--- src/rtl/vgm_wb_master_checker_sat_counter.sv ---
// Saturating up-counter with synchronous active-low clear and a variable
// increment amount. Sticks at all-ones instead of wrapping.
// INC_WIDTH must not exceed WIDTH + 1.
module vgm_sat_counter #(
   parameter int WIDTH     = 16,
   parameter int INC_WIDTH = 1
) (
   input  logic                 clk,
   input  logic                 clr_n,
   input  logic [INC_WIDTH-1:0] inc,
   output logic [WIDTH-1:0]     count
);

   localparam logic [WIDTH:0] MAX_EXT = {1'b0, {WIDTH{1'b1}}};

   logic [WIDTH:0]   sum;
   logic [WIDTH-1:0] count_nxt;

   // One extra bit of headroom exposes overflow, which is clamped to max.
   always_comb begin
      sum       = {1'b0, count} + (WIDTH + 1)'(inc);
      count_nxt = (sum > MAX_EXT) ? {WIDTH{1'b1}} : sum[WIDTH-1:0];
   end

   // Count register with synchronous clear.
   always_ff @(posedge clk) begin
      if (!clr_n) begin
         count <= '0;
      end else begin
         count <= count_nxt;
      end
   end

endmodule

--- config.mk ---
export PLATFORM = sky130hd
export DESIGN_NAME = vgm_sat_counter
export DESIGN_NICKNAME = d
export VERILOG_FILES = /design/src/rtl/vgm_wb_master_checker_sat_counter.sv
export SDC_FILE = /design/constraint.sdc
export NUM_CORES = 1
export LEC_CHECK = 0
export ABC_AREA = 0
export CORE_AREA = 10 10 52 54
export CTS_CLUSTER_DIAMETER = 150
export DETAILED_ROUTE_END_ITERATION = 10
export DIE_AREA = 0 0 62 64
export HOLD_SLACK_MARGIN = 0.08
export PLACE_DENSITY = 0.74
export SETUP_SLACK_MARGIN = 0.1
export SLEW_MARGIN = 40
export SYNTH_ARGS = -nofsm -noshare
export SYNTH_HDL_FRONTEND = slang
export SYNTH_SLANG_ARGS = --single-unit
--- constraint.sdc ---
create_clock -name clk -period 2.3 [get_ports clk]
set_input_delay 0.46 -clock clk [delete_from_list [all_inputs] [get_ports clk]]
set_output_delay 0.46 -clock clk [all_outputs]
set_load 0.05 [all_outputs]
==> results by stage, run 1 <==
Outcome:
- The flow ran to the end, and the final reports show no timing, DRC or antenna violations.

Timing:
- Setup repair after global routing left no endpoint under its margin.
- The total count of hold-check failures in the final report is 0.
- The number of slew-limit violations in the final report is 0.
- The sum of negative setup slack is 0 ns.
- The setup-violating endpoint count in the final report is 0.
- The final cycle utilization of the critical path is 88.5%.
- The maximum clock frequency is 0.491 GHz.
- The actual slew at the worst max-slew pin is 0.508 ns.
- The clock period minus final worst setup slack is 2.04 ns.
- The worst slew slack as a fraction of its limit is 66.0%.
- On the final layout, the worst clock skew is 0.00479 ns.

Cells and area:
- The largest register by flop count is count.
- The finished layout holds 128 standard cells, fillers aside.
- Of the cells placed in the final design, the portion with a size suffix greater than 1 is 21.4%.
- The layout overhead on the synthesized area is 27.4%.
- The largest registers in the layout are count x16.
- The register with the most flip-flops in the layout has 16 of them.
- The number of diodes is 0.
- For this run, the post-layout net count is 110.
- The filler cells instantiated in the layout total 161.

Critical path:
- STA classifies the critical path endpoint as a primary output.
- The critical path goes through clkdlybuf4s50_1.
- The slowest cell on the critical path is sky130_fd_sc_hd__clkdlybuf4s50_1.
- The register-to-register path setup slack is 0.75 ns.
- Broken down by cell family, the worst path's largest delay share belongs to buffers and inverters.
- In this design, the stage delay of the slowest critical-path cell is 0.85 ns.
- The number of buffers and inverters on the critical path is 1.
- The data required time at the worst endpoint is 1.84 ns.
- The top fanout value on the critical path is 6.
- By startpoint and endpoint, the worst setup path is classified as flip-flop to primary output.
- The element type at the critical path start is a flip-flop.
- The critical path data arrival time is 1.58 ns.

Global routing:
- The via count of the first global-routing pass came to 654.
- The initial antenna violation count is 0.
- Entering global routing, the biggest net connects 16 pins.
- Global routing used 9.66% of the available tracks.
- The first-pass GRT wire length is 2.98 mm.
- The total overflow left after global routing is 0.

Synthesis:
- In this run, synthesis produced a sequential element count of 16.
- Yosys printed 0 warnings.
- The post-synthesis instance area is 823 um^2.
- The count of distinct cell types in the synthesized netlist is 32.
- Each instance of the synthesized netlist takes up on average 9.80 um^2.
- Synthesis produced a netlist with a net count of 89.
- The synthesized instance count is 84.
- For this run, the register share of the synthesized area comes to 38.9%.

Power and ir drop:
- Combinational logic burns 9.3% of the power.
- The clock network accounts for 30.1% of the total power.
- The worst-case IR drop observed on VDD is 0.357 mV.
- The switching power is 112 uW.
- For this design the ratio of total power to cell area is 448 nW/um^2.
- The standby leakage power is 0.375 nW.
- The switching fraction of total power is 23.8%.
- Registers are responsible for 60.7% of the overall power.
- The internal power is 358 uW.

Clock tree:
- Once the clock tree was built, the setup fixing pass inserted 0 buffers.
- The clock root buffer is sky130_fd_sc_hd__clkbuf_4.
- The register clock-pin slew on the reported worst setup and hold paths is 0.09 ns.
- Counting every sink on the clock net gives 16.
- In this run the deepest clock path goes through 2 buffers.
- TritonCTS built the clock tree.
- The number of H-tree levels is 1.
- The total of hold buffers inserted after clock tree synthesis is 0.
- In this run, CTS created clock tree buffers numbering 3.
- The clock insertion delay at the later pin of the skew report is 0.28 ns.
- The number of cells upsized or downsized after cts is 0.

Route:
- The routed design has 1.77 mm of wire.
- The iteration count of the initial detailed-routing pass is 4.
- After detailed routing, the number of remaining DRC violations is 0.
- The average detailed-routed wire length per instance is 13.8 um.
- The antenna violation net count after detailed routing is 0.
- The iteration-0 DRC count of the detailed router is 12.
- Using the TritonRoute via totals, the vias-per-cell ratio works out to 5.32.
- The routed layout has 681 vias.

Floorplan:
- Once the floorplan was initialized, standard cells occupied 48.2% of the core.
- The vertical extent of the die is 64 um.
- The die footprint is 3970 um^2.
- The floorplan has 15 rows.
- The die extent in x is 62 um.
- The count of pins on the block boundary is 19.
- The core area is 1710 um^2.

Flow run:
- The max capacitance violation total is 0.

Placed design:
- After detailed placement, the design holds a cell count of 125.
- Routability-driven placement finished with a final weighted congestion of 0.743.
- Once detailed placement completed, the half-perimeter wirelength came to 1.37 mm.
- The number of buffers inserted by port buffering is 18.

Hold path:
- The path class of the tightest hold or removal check is flip-flop to flip-flop.
## final timing paths
path,startpoint,endpoint,depth (start not counted)
min,count[12]$_SDFF_PN0_,count[12]$_SDFF_PN0_,1
max,count[5]$_SDFF_PN0_,count[5],1
min reg2reg,count[12]$_SDFF_PN0_,count[12]$_SDFF_PN0_,1
max reg2reg,count[0]$_SDFF_PN0_,count[15]$_SDFF_PN0_,5
## cell usage in the layout, fill, tap and decap left out, types with 2 or more instances in the layout
cell / count
sky130_fd_sc_hd__clkbuf_4: 3
sky130_fd_sc_hd__a41o_1: 2
sky130_fd_sc_hd__and2_1: 3
sky130_fd_sc_hd__a31oi_1: 4
sky130_fd_sc_hd__dfxtp_1: 16
sky130_fd_sc_hd__inv_1: 2
sky130_fd_sc_hd__buf_4: 4
sky130_fd_sc_hd__clkdlybuf4s50_1: 18
sky130_fd_sc_hd__nand3_1: 4
sky130_fd_sc_hd__xnor2_1: 3
sky130_fd_sc_hd__nand4_1: 3
sky130_fd_sc_hd__nor2_1: 3
sky130_fd_sc_hd__and4_1: 4
sky130_fd_sc_hd__xor2_1: 6
sky130_fd_sc_hd__ha_1: 2
sky130_fd_sc_hd__nand2_1: 3
sky130_fd_sc_hd__a21oi_2: 10
## final cells by class
cell class | instances | area (um^2) | share of cell area, %
clock buffers | 3 | 22.5 | 2.15
multi-input cells | 60 | 457 | 43.6
well taps | 25 | 31.3 | 2.98
inverters | 2 | 7.51 | 0.716
repair buffers | 22 | 210 | 20.0
flip-flops and latches | 16 | 320 | 30.5
## metal layers
metal / track usage (%) / vias to the layer above / share of wire, %
li1: - / 341 / -
met4: 4.19 / 0 / 0.34
met1: 11.3 / 321 / 43
met3: 4.74 / 2 / 9.8
met5: 0 / - / 0
met2: 14.4 / 17 / 47
## Yosys cell counts (all sizes together)
| master | count | share of area, % |
|---|---|---|
| mux2i | 1 | 1.2 |
| a21oi | 11 | 11 |
| a211oi | 1 | 0.91 |
| dfxtp | 16 | 39 |
| nand3 | 5 | 3.6 |
| o21ai | 1 | 0.61 |
| nor2b | 1 | 0.76 |
| nor2 | 3 | 1.4 |
| buf | 3 | 2.9 |
| and2 | 4 | 3.3 |
| a21bo | 1 | 1.2 |
| o311a | 1 | 1.2 |
| and3 | 1 | 0.91 |
| xnor2 | 3 | 3.2 |
| xor2 | 6 | 6.4 |
| inv | 2 | 0.91 |
| and4 | 5 | 5.6 |
| nand2 | 3 | 1.4 |
| ha | 2 | 3.0 |
| a31oi | 4 | 3.0 |
| nand3b | 1 | 0.91 |
| nand4 | 3 | 2.3 |
| clkbuf | 3 | 1.8 |
| or2 | 1 | 0.76 |
| a41o | 2 | 2.4 |
## kinds of logic (layout without fill, tap and decap cells)
group                      Yosys count  in the layout  share of synthesized area (%)
xor gates and xnor gates             9              9                           9.58
buffers and inverters                8             27                           5.62
DFF                                 16             16                           38.9
AOI/OAI and AO/OA                   21             21                           20.7
muxes                                1              1                           1.22
and+or+nand+nor                     27             27                           21.0
adders and majority gates            2              2                           3.04
## power by group through the flow
stage / registers (mW) / clock network, mW / logic [mW]
finish: 0.285 / 0.141 / 0.0434
global route: 0.286 / 0.159 / 0.0468
CTS: 0.285 / 0.143 / 0.0443
detailed placement: 0.291 / 0 / 0.0440
global placement: 0.291 / 0 / 0.0430
floorplan: 0.303 / 0 / 0.0152
## per-stage QoR
stage          power [mW]  cell area, um^2  utilization [%]  setup slack (ns)  hold WS (ns)
2_1_floorplan       0.319              823                -             0.425         0.591
3_3_place_gp        0.334             1030             60.1             0.203         0.500
3_5_place_dp        0.335             1030             60.1             0.128         0.503
4_1_cts             0.472             1050             61.4             0.242         0.519
5_1_grt             0.491             1050             61.4             0.195         0.552
6_report            0.469             1050             61.4             0.264         0.516
Power figures use the tool's default switching activity.
==> run 2, diff against run 1 <==
CAP_MARGIN = 10   (was default)
MAX_ROUTING_LAYER = met4   (was default)
SLEW_MARGIN = default   (was 40)
==> run 2 against run 1 <==
Flip-flop and latch count is the same. Critical path depth is the same. Cell area is the same. Routed wire length is the same. Critical path type unchanged.
==> results by stage, run 2 (synthesized netlist as in run 1, its figures left out) <==
Cells and area:
- The flip-flop count of the largest register, all copies and words added is 16.
- In the layout the commonest cells are sky130_fd_sc_hd__clkdlybuf4s50_1, sky130_fd_sc_hd__dfxtp_1, sky130_fd_sc_hd__a21oi_2.
- The largest register by flop count is count.
- Compared with the post-synthesis result, the final layout area differs by 27.4%.
- The most common cell after layout, fill and taps aside is sky130_fd_sc_hd__clkdlybuf4s50_1.
- Fill cells in the final layout number 161.
- The area taken by flip-flops and latches is 320 um^2.
- The post-route netlist has 21.4% of its cells at a drive strength greater than 1.
- The largest registers in the layout are count x16.
- The share of the core filled with cells is 61.4%.
- The total number of nets in the final design is 110.
- The multi-input gate area in the final layout is 457 um^2.
- The number of antenna diodes in the final layout is 0.

Critical path:
- The critical path goes through clkdlybuf4s50_1.
- Together, buffers and inverters on the worst path number 1.
- On the critical path, the stage with the largest delay is an instance of sky130_fd_sc_hd__clkdlybuf4s50_1.
- STA puts the critical path data arrival time at 1.58 ns.
- The maximum single-stage delay on the critical path is 0.85 ns.
- The worst register-to-register path has a setup slack of 0.75 ns.
- On the critical path the largest part of the delay comes from buffers and inverters.
- The worst register-to-register path begins at count[0]$_SDFF_PN0_.
- The critical path endpoint category is a primary output.
- Of all nets on the critical path, the largest fanout is 6.
- In this run the critical register-to-register path is captured at count[15]$_SDFF_PN0_.
- The element type at the critical path start is a flip-flop.
- The critical path in this run is classified as flip-flop to primary output.
- The data required time at the worst endpoint is 1.84 ns.
- For the worst flop-to-flop path, the logic depth is 5.

Route:
- The remaining design rule violation count is 0.
- The iteration-0 DRC count of the detailed router is 12.
- The antenna violation net count after detailed routing is 0.
- The via count is 681.
- In the routed layout, each cell is associated on average with a via count of 5.32.
- The iteration count of the initial detailed-routing pass is 4.
- Dividing the detail-routed wire length by the instance count gives 13.8 um.
- The final layout contains routed wiring with a total length of 1.77 mm.

Power and ir drop:
- The standby leakage power is 0.375 nW.
- The worst-case vdd ir drop is 0.357 mV.
- Power spread over the standard cell area amounts to 448 nW/um^2.

Global routing:
- The largest net degree at the start of global routing is 16.
- The via count of the first global-routing pass is 654.
- The most used routing layer in global routing is met2.
- For met3 alone, demand over resource in global routing was 3.16%.
- The total overflow reported by the global router is 0.
- Across every metal layer, demand over resource in global routing totals 9.93%.
- In the global route stage, met1 resource usage came out at 12.2%.
- The first-pass GRT wire length is 2.98 mm.
- The met2 routing resource usage after global routing is 14.4%.
- The initial antenna violation count was 0.

Floorplan:
- The core region is 1710 um^2.
- The vertical extent of the die is 64 um.
- The row count is 15.
- The count of pins on the block boundary is 19.
- The floorplan step set the die width to 62 um.
- The die footprint is 3970 um^2.
- The initial cell density of the core is 48.2%.

Timing:
- Setup repair after global routing left no endpoint under its margin.
- The worst slew slack as a fraction of its limit is 66.0%.
- The number of slew-limit violations in the final report is 0.
- The total count of hold-check failures in the final report is 0.
- The actual slew at the worst max-slew pin is 0.508 ns.
- In the finished design, the share of the clock period the worst path needs comes to 88.5%.
- Timing would allow up to 0.491 GHz.
- Setup violations remaining at the end of the flow were counted as 0.
- Adding up every negative setup slack in the final design gives 0 ns.
- The clock period minus final worst setup slack is 2.04 ns.
- Clock skew on the completed layout was measured at 0.00482 ns.

Placed design:
- The post-detailed-placement half-perimeter wirelength is 1.37 mm.
- The number of buffers inserted by port buffering is 18.
- Routability-driven placement finished with a final weighted congestion of 0.752.

Hold path:
- The path class of the tightest hold or removal check is flip-flop to flip-flop.
- The end of the worst hold path is count[12]$_SDFF_PN0_.
- Along the worst hold path, the cell count comes to 1.
- The origin of the worst min-delay path is count[12]$_SDFF_PN0_.

Clock tree:
- The number of sinks handled by clock tree synthesis is 16.
- No sink is reached through more buffers than the 2 on the longest clock path.
- The number of cells upsized or downsized after cts is 0.
- The buffer count from post-CTS setup fixing is 0.
- The root buffer cell chosen for the clock tree is sky130_fd_sc_hd__clkbuf_4.
- The register clock-pin slew on the reported worst setup and hold paths is 0.09 ns.
- CTS built an H-tree with a depth of 1.
- The number of buffers created by CTS is 3.
- The clock insertion delay at the later pin of the skew report is 0.28 ns.
- TritonCTS built the clock tree.
- The total of hold buffers inserted after clock tree synthesis is 0.

Flow run:
- The tool flagged a number of max-cap violations equal to 0.

Outcome:
- The run finished with clean final reports.
[run 2: how the worst max path moves through the flow]
stage	start	to	slack (ns)	cells past startpoint
after floorplan	count[0]$_SDFF_PN0_	count[15]$_SDFF_PN0_	0.43	6
after global placement	inc	count[15]$_SDFF_PN0_	0.20	6
after detailed placement	inc	count[15]$_SDFF_PN0_	0.13	6
after CTS	count[5]$_SDFF_PN0_	count[5]	0.24	1
after global routing	count[1]$_SDFF_PN0_	count[1]	0.20	1
final	count[5]$_SDFF_PN0_	count[5]	0.26	1
[run 2: layer usage]
| metal | vias up | wire length, um | part of all wire, % |
|---|---|---|---|
| li1 | 341 | - | - |
| met1 | 321 | 822 | 46 |
| met2 | 17 | 825 | 47 |
| met3 | 2 | 113 | 6.4 |
| met4 | 0 | 6 | 0.34 |
| met5 | - | 0 | 0 |
[run 2: report_power, final]
group	leakage [nW]	internal, mW	switching (mW)
Sequential	0.129	0.281	0.00424
Combinational	0.232	0.0166	0.0269
Clock	0.0138	0.0607	0.0806
[run 2: stage by stage]
stage / hold WS (ns) / power [mW] / cells / worst slack, ns / instance area, um^2
after detailed placement: 0.503 / 0.335 / 125 / 0.128 / 1030
after global placement: 0.500 / 0.334 / 125 / 0.203 / 1030
after CTS: 0.519 / 0.472 / 128 / 0.242 / 1050
after global routing: 0.552 / 0.491 / 128 / 0.199 / 1050
final: 0.516 / 0.470 / 128 / 0.264 / 1050
after floorplan: 0.591 / 0.319 / 84 / 0.425 / 823
[run 2: area by class of cell]
type,instances,area share (%)
clock buffers,3,2.15
inverters,2,0.716
multi-input cells,60,43.6
flip-flops and latches,16,30.5
well taps,25,2.98
repair buffers,22,20.0
==> run 3, diff against run 2 <==
ABC_AREA = 1   (was 0)
CORE_AREA = 10 10 53 55   (was 10 10 52 54)
CTS_CLUSTER_SIZE = 24   (was default)
DIE_AREA = 0 0 63 65   (was 0 0 62 64)
PLACE_DENSITY = 0.76   (was 0.74)
==> run 3 against run 2 <==
Count of clock-buffer cells in the layout rose by 1. Die area rose by 3.2%. Global-route usage rose by 1.2 points. Area after synthesis rose by 12%. Combinational power fell by 2%. Highest routed layer unchanged.
==> results by stage, run 3 <==
Power and ir drop:
- The worst-case IR drop observed on VDD is 0.416 mV.
- The internal power is 392 uW.
- The analysis attributes to net switching a power of 119 uW.
- The standby leakage power is 0.496 nW.
- The power density over the cells is 442 nW/um^2.
- The switching fraction of total power is 23.3%.
- Of the total power, the clock network draws 36.0%.
- The logic gate share of total power is 8.3%.
- The power share of the sequential group is 55.7%.

Placed design:
- The wire-length estimate of the detail-placed layout is 1.59 mm.
- Port buffering added 18 buffers.
- The congestion estimate from routability-driven global placement came to 0.885.

Global routing:
- Summed over all layers, the global routing overflow is 0.
- The global routing stage identified its most utilized layer as met2.
- The largest net degree at the start of global routing is 16.
- Global routing used 12.8% of the available met1 tracks.
- The via count of the first global-routing pass is 864.
- The first-pass GRT wire length is 3.68 mm.
- The met3 capacity usage during global routing is 3.09%.
- The initial antenna violation count is 0.
- Global routing used 11.1% of the available tracks.
- The met2 routing resource usage after global routing is 17.0%.

Cells and area:
- The register with the most flip-flops in the layout has 16 of them.
- Summing all flip-flop and latch instances after layout gives 320 um^2.
- In the final layout, the share of cells above drive strength 1 is 14.1%.
- The multi-input gate area in the final layout is 503 um^2.
- In the final layout, the registers with the most flip-flops are count x16.
- The layout overhead on the synthesized area is 26.0%.
- The register with the most flip-flops in the final layout is count.
- The total number of nets in the final design is 155.
- The library cell used most frequently in the layout, excluding fill and tap cells, is sky130_fd_sc_hd__nand2_1.
- Leaving out fill and tap cells, the most frequent cells in the layout are sky130_fd_sc_hd__nand2_1, sky130_fd_sc_hd__inv_1, sky130_fd_sc_hd__clkdlybuf4s50_1.
- Fill cells in the final layout number 194.
- The repair_antennas step left the layout with diodes totalling 0.

Critical path:
- Together, buffers and inverters on the worst path number 1.
- In this run the worst path has a maximum fanout of 5.
- STA puts the critical path data required time at 1.84 ns.
- In this run the critical register-to-register path is captured at count[11]$_SDFF_PN0_.
- The slowest cell on the critical path is sky130_fd_sc_hd__clkdlybuf4s50_1.
- The kind of cell adding the most delay to the critical path is buffers and inverters.
- The critical path endpoint category is a primary output.
- The capture point of the worst path is count[6].
- The most critical setup path has its startpoint at count[6]$_SDFF_PN0_.
- STA puts the critical path data arrival time at 1.57 ns.
- The worst setup path is launched from a flip-flop.
- The critical path is of the flip-flop to primary output type.
- Walking the worst path, the cells encountered are clkdlybuf4s50_1.
- For the worst flop-to-flop path, the logic depth is 9.
- The reg-to-reg critical path startpoint is count[0]$_SDFF_PN0_.
- Across all register-to-register paths, the minimum setup slack is 0.86 ns.
- In this design, the stage delay of the slowest critical-path cell is 0.84 ns.
- In this run the number of cells on the critical path is 1.

Synthesis:
- The most repeated cell in the gate-level netlist after synthesis is sky130_fd_sc_hd__nand2_1.
- After technology mapping, the gate count stands at 128.
- The post-synthesis instance area is 918 um^2.
- The most common flop cell mapped by yosys is sky130_fd_sc_hd__dfxtp_1.
- The synthesized netlist net count is 133.
- Summed over its instances, the top area cell type makes up 34.9% of the synthesized netlist area.
- The top cell type by total area after synthesis is sky130_fd_sc_hd__dfxtp_1.
- Sorting the synthesized cells by how often they occur yields sky130_fd_sc_hd__nand2_1, sky130_fd_sc_hd__inv_1, sky130_fd_sc_hd__dfxtp_1, sky130_fd_sc_hd__nor2_1, sky130_fd_sc_hd__nand3_1.
- The yosys synthesis warning count is 0.
- The post-synthesis sequential element count is 16.
- Averaged over all synthesized cells, the footprint is 7.17 um^2.
- Sequential cells were found to cover 34.9% of the synthesized design area.
- The number of flops mapped to enable cells by yosys is 0.
- By area the synthesized netlist is led by sky130_fd_sc_hd__dfxtp_1, sky130_fd_sc_hd__nand2_1, sky130_fd_sc_hd__a21oi_2, sky130_fd_sc_hd__inv_1, sky130_fd_sc_hd__nand3_1.
- The synthesized netlist contains 21 unique library cells.
- The share of async-settable or async-resettable flops after synthesis is 0%.

Route:
- Wires add up to 2.08 mm.
- The iteration-0 DRC count of the detailed router is 20.
- For this run, design rule violations remaining after detail routing come to 0.
- After detailed routing, the number of vias per cell comes to 4.92.
- The iteration count of the initial detailed-routing pass is 4.
- In this run the remaining antenna-violating nets after routing total 0.
- Dividing the detail-routed wire length by the instance count gives 11.8 um.
- The via count is 866.

Clock tree:
- The register clock-pin slew on the reported worst setup and hold paths is 0.09 ns.
- The buffer count from post-CTS setup fixing is 0.
- The clock drives 16 sinks.
- The number of H-tree levels is 1.
- The root buffer cell chosen for the clock tree is sky130_fd_sc_hd__clkbuf_4.
- The buffer depth of the longest clock path is 2.
- The clock tree from TritonCTS is done.
- The clock insertion delay at the later pin of the skew report is 0.29 ns.
- The total of hold buffers inserted after clock tree synthesis is 0.
- Once the clock tree was built, the resizer swapped 0 gates to a different size.
- The number of buffers created by CTS is 3.

Floorplan:
- The core area is 1860 um^2.
- The die footprint is 4100 um^2.
- The initial cell density of the core is 49.3%.
- 19 I/O pins were placed.
- The initialized floorplan defines 16 standard-cell rows.
- The vertical extent of the die is 65 um.
- The floorplan step set the die width to 63 um.

Timing:
- The final cycle utilization of the critical path is 88.1%.
- After layout, the minimum clock period comes to 2.03 ns.
- The number of slew-limit violations in the final report is 0.
- The sum of negative setup slack is 0 ns.
- Clock skew on the completed layout was measured at 0.00587 ns.
- Headroom to the max-slew limit came out at 66.4%.
- The tightest hold path in the finished design has a slack of 0.569 ns.
- Setup repair after global routing left no endpoint under its margin.
- The total count of hold-check failures in the final report is 0.
- Setup violations remaining at the end of the flow were counted as 0.
- For the pin with the worst max-slew slack, the measured transition is 0.502 ns.
- The maximum clock frequency is 0.493 GHz.

Hold path:
- The path type of the worst min-delay path is flip-flop to flip-flop.

Outcome:
- The flow ran to the end, and the final reports show no timing, DRC or antenna violations.

Flow run:
- The tool flagged a number of max-cap violations equal to 0.
==> run 3: cell types whose count changed after synthesis, moves of 2 or more <==
cell	previous run	this run
sky130_fd_sc_hd__nand2_1	3	28
sky130_fd_sc_hd__inv_1	2	19
sky130_fd_sc_hd__nor2_1	3	15
sky130_fd_sc_hd__nand3_1	4	13
sky130_fd_sc_hd__a31oi_1	4	0
sky130_fd_sc_hd__and4_1	4	0
sky130_fd_sc_hd__and2_1	3	0
sky130_fd_sc_hd__a41o_1	2	0
sky130_fd_sc_hd__clkbuf_1	2	0
sky130_fd_sc_hd__nand2_2	0	2
sky130_fd_sc_hd__nor2_4	0	2
sky130_fd_sc_hd__o21ai_0	1	3
==> run 3: per-stage QoR <==
step                      instance area (um^2)  setup slack [ns]  std cells  total power [mW]  util [%]
final                                     1160             0.273        176             0.512      62.2
after global routing                      1160             0.226        176             0.531      62.2
after CTS                                 1160             0.254        176             0.519      62.2
after detailed placement                  1120             0.253        172             0.334      60.2
after global placement                    1120             0.290        172             0.334      60.2
after floorplan                            918             0.617        128             0.319         -
==> run 3: power by group through the flow <==
stage	Sequential (mW)	Clock (mW)	Combinational, mW
final	0.285	0.184	0.0427
after global routing	0.285	0.201	0.0452
after CTS	0.285	0.190	0.0432
after detailed placement	0.291	0	0.0431
after global placement	0.291	0	0.0431
after floorplan	0.304	0	0.0149
==> run 3: cell type report <==
type | instances | share of cell area (%)
inverters | 22 | 7.24
well taps | 27 | 2.92
repair buffers | 18 | 15.6
multi-input cells | 89 | 43.5
flip-flops and latches | 16 | 27.7
clock buffers | 4 | 3.14
==> run 3: worst min-delay path by stage <==
stage                         startpoint                   end  slack (ns)  cells after the start
floorplan                          clr_n  count[10]$_SDFF_PN0_        0.56                      2
global placement    count[12]$_SDFF_PN0_  count[12]$_SDFF_PN0_        0.52                      3
detailed placement  count[12]$_SDFF_PN0_  count[12]$_SDFF_PN0_        0.54                      3
CTS                 count[12]$_SDFF_PN0_  count[12]$_SDFF_PN0_        0.57                      3
global route        count[12]$_SDFF_PN0_  count[12]$_SDFF_PN0_        0.64                      3
finish              count[12]$_SDFF_PN0_  count[12]$_SDFF_PN0_        0.57                      3
==> run 3: routing by layer <==
layer / vias to the layer above / wire length (um)
met1: 385 / 920
met4: 0 / 46
li1: 441 / -
met5: - / 0
met2: 34 / 967
met3: 6 / 141
==> run 3: worst register-to-register path, stage by stage (launching register included) <==
cell and delay, ns:
sky130_fd_sc_hd__dfxtp_1 0.36, sky130_fd_sc_hd__ha_1 0.17, sky130_fd_sc_hd__nand2_2 0.09, sky130_fd_sc_hd__nor2_4 0.18, sky130_fd_sc_hd__nand2_2 0.11, sky130_fd_sc_hd__clkinv_2 0.08, sky130_fd_sc_hd__nand2_4 0.15, sky130_fd_sc_hd__nand3_1 0.14
sky130_fd_sc_hd__nand2_1 0.05, sky130_fd_sc_hd__inv_1 0.06
==> run 3: cells by family (layout without fill, tap and decap cells) <==
| family | after synthesis | count (layout) | synth area share (%) |
|---|---|---|---|
| AOI/OAI and AO/OA | 15 | 15 | 12.5 |
| buffers and inverters | 23 | 44 | 10.4 |
| DFF | 16 | 16 | 34.9 |
| xor gates and xnor gates | 8 | 8 | 7.63 |
| adders and majority gates | 2 | 2 | 2.72 |
| and+or+nand+nor | 64 | 64 | 31.9 |
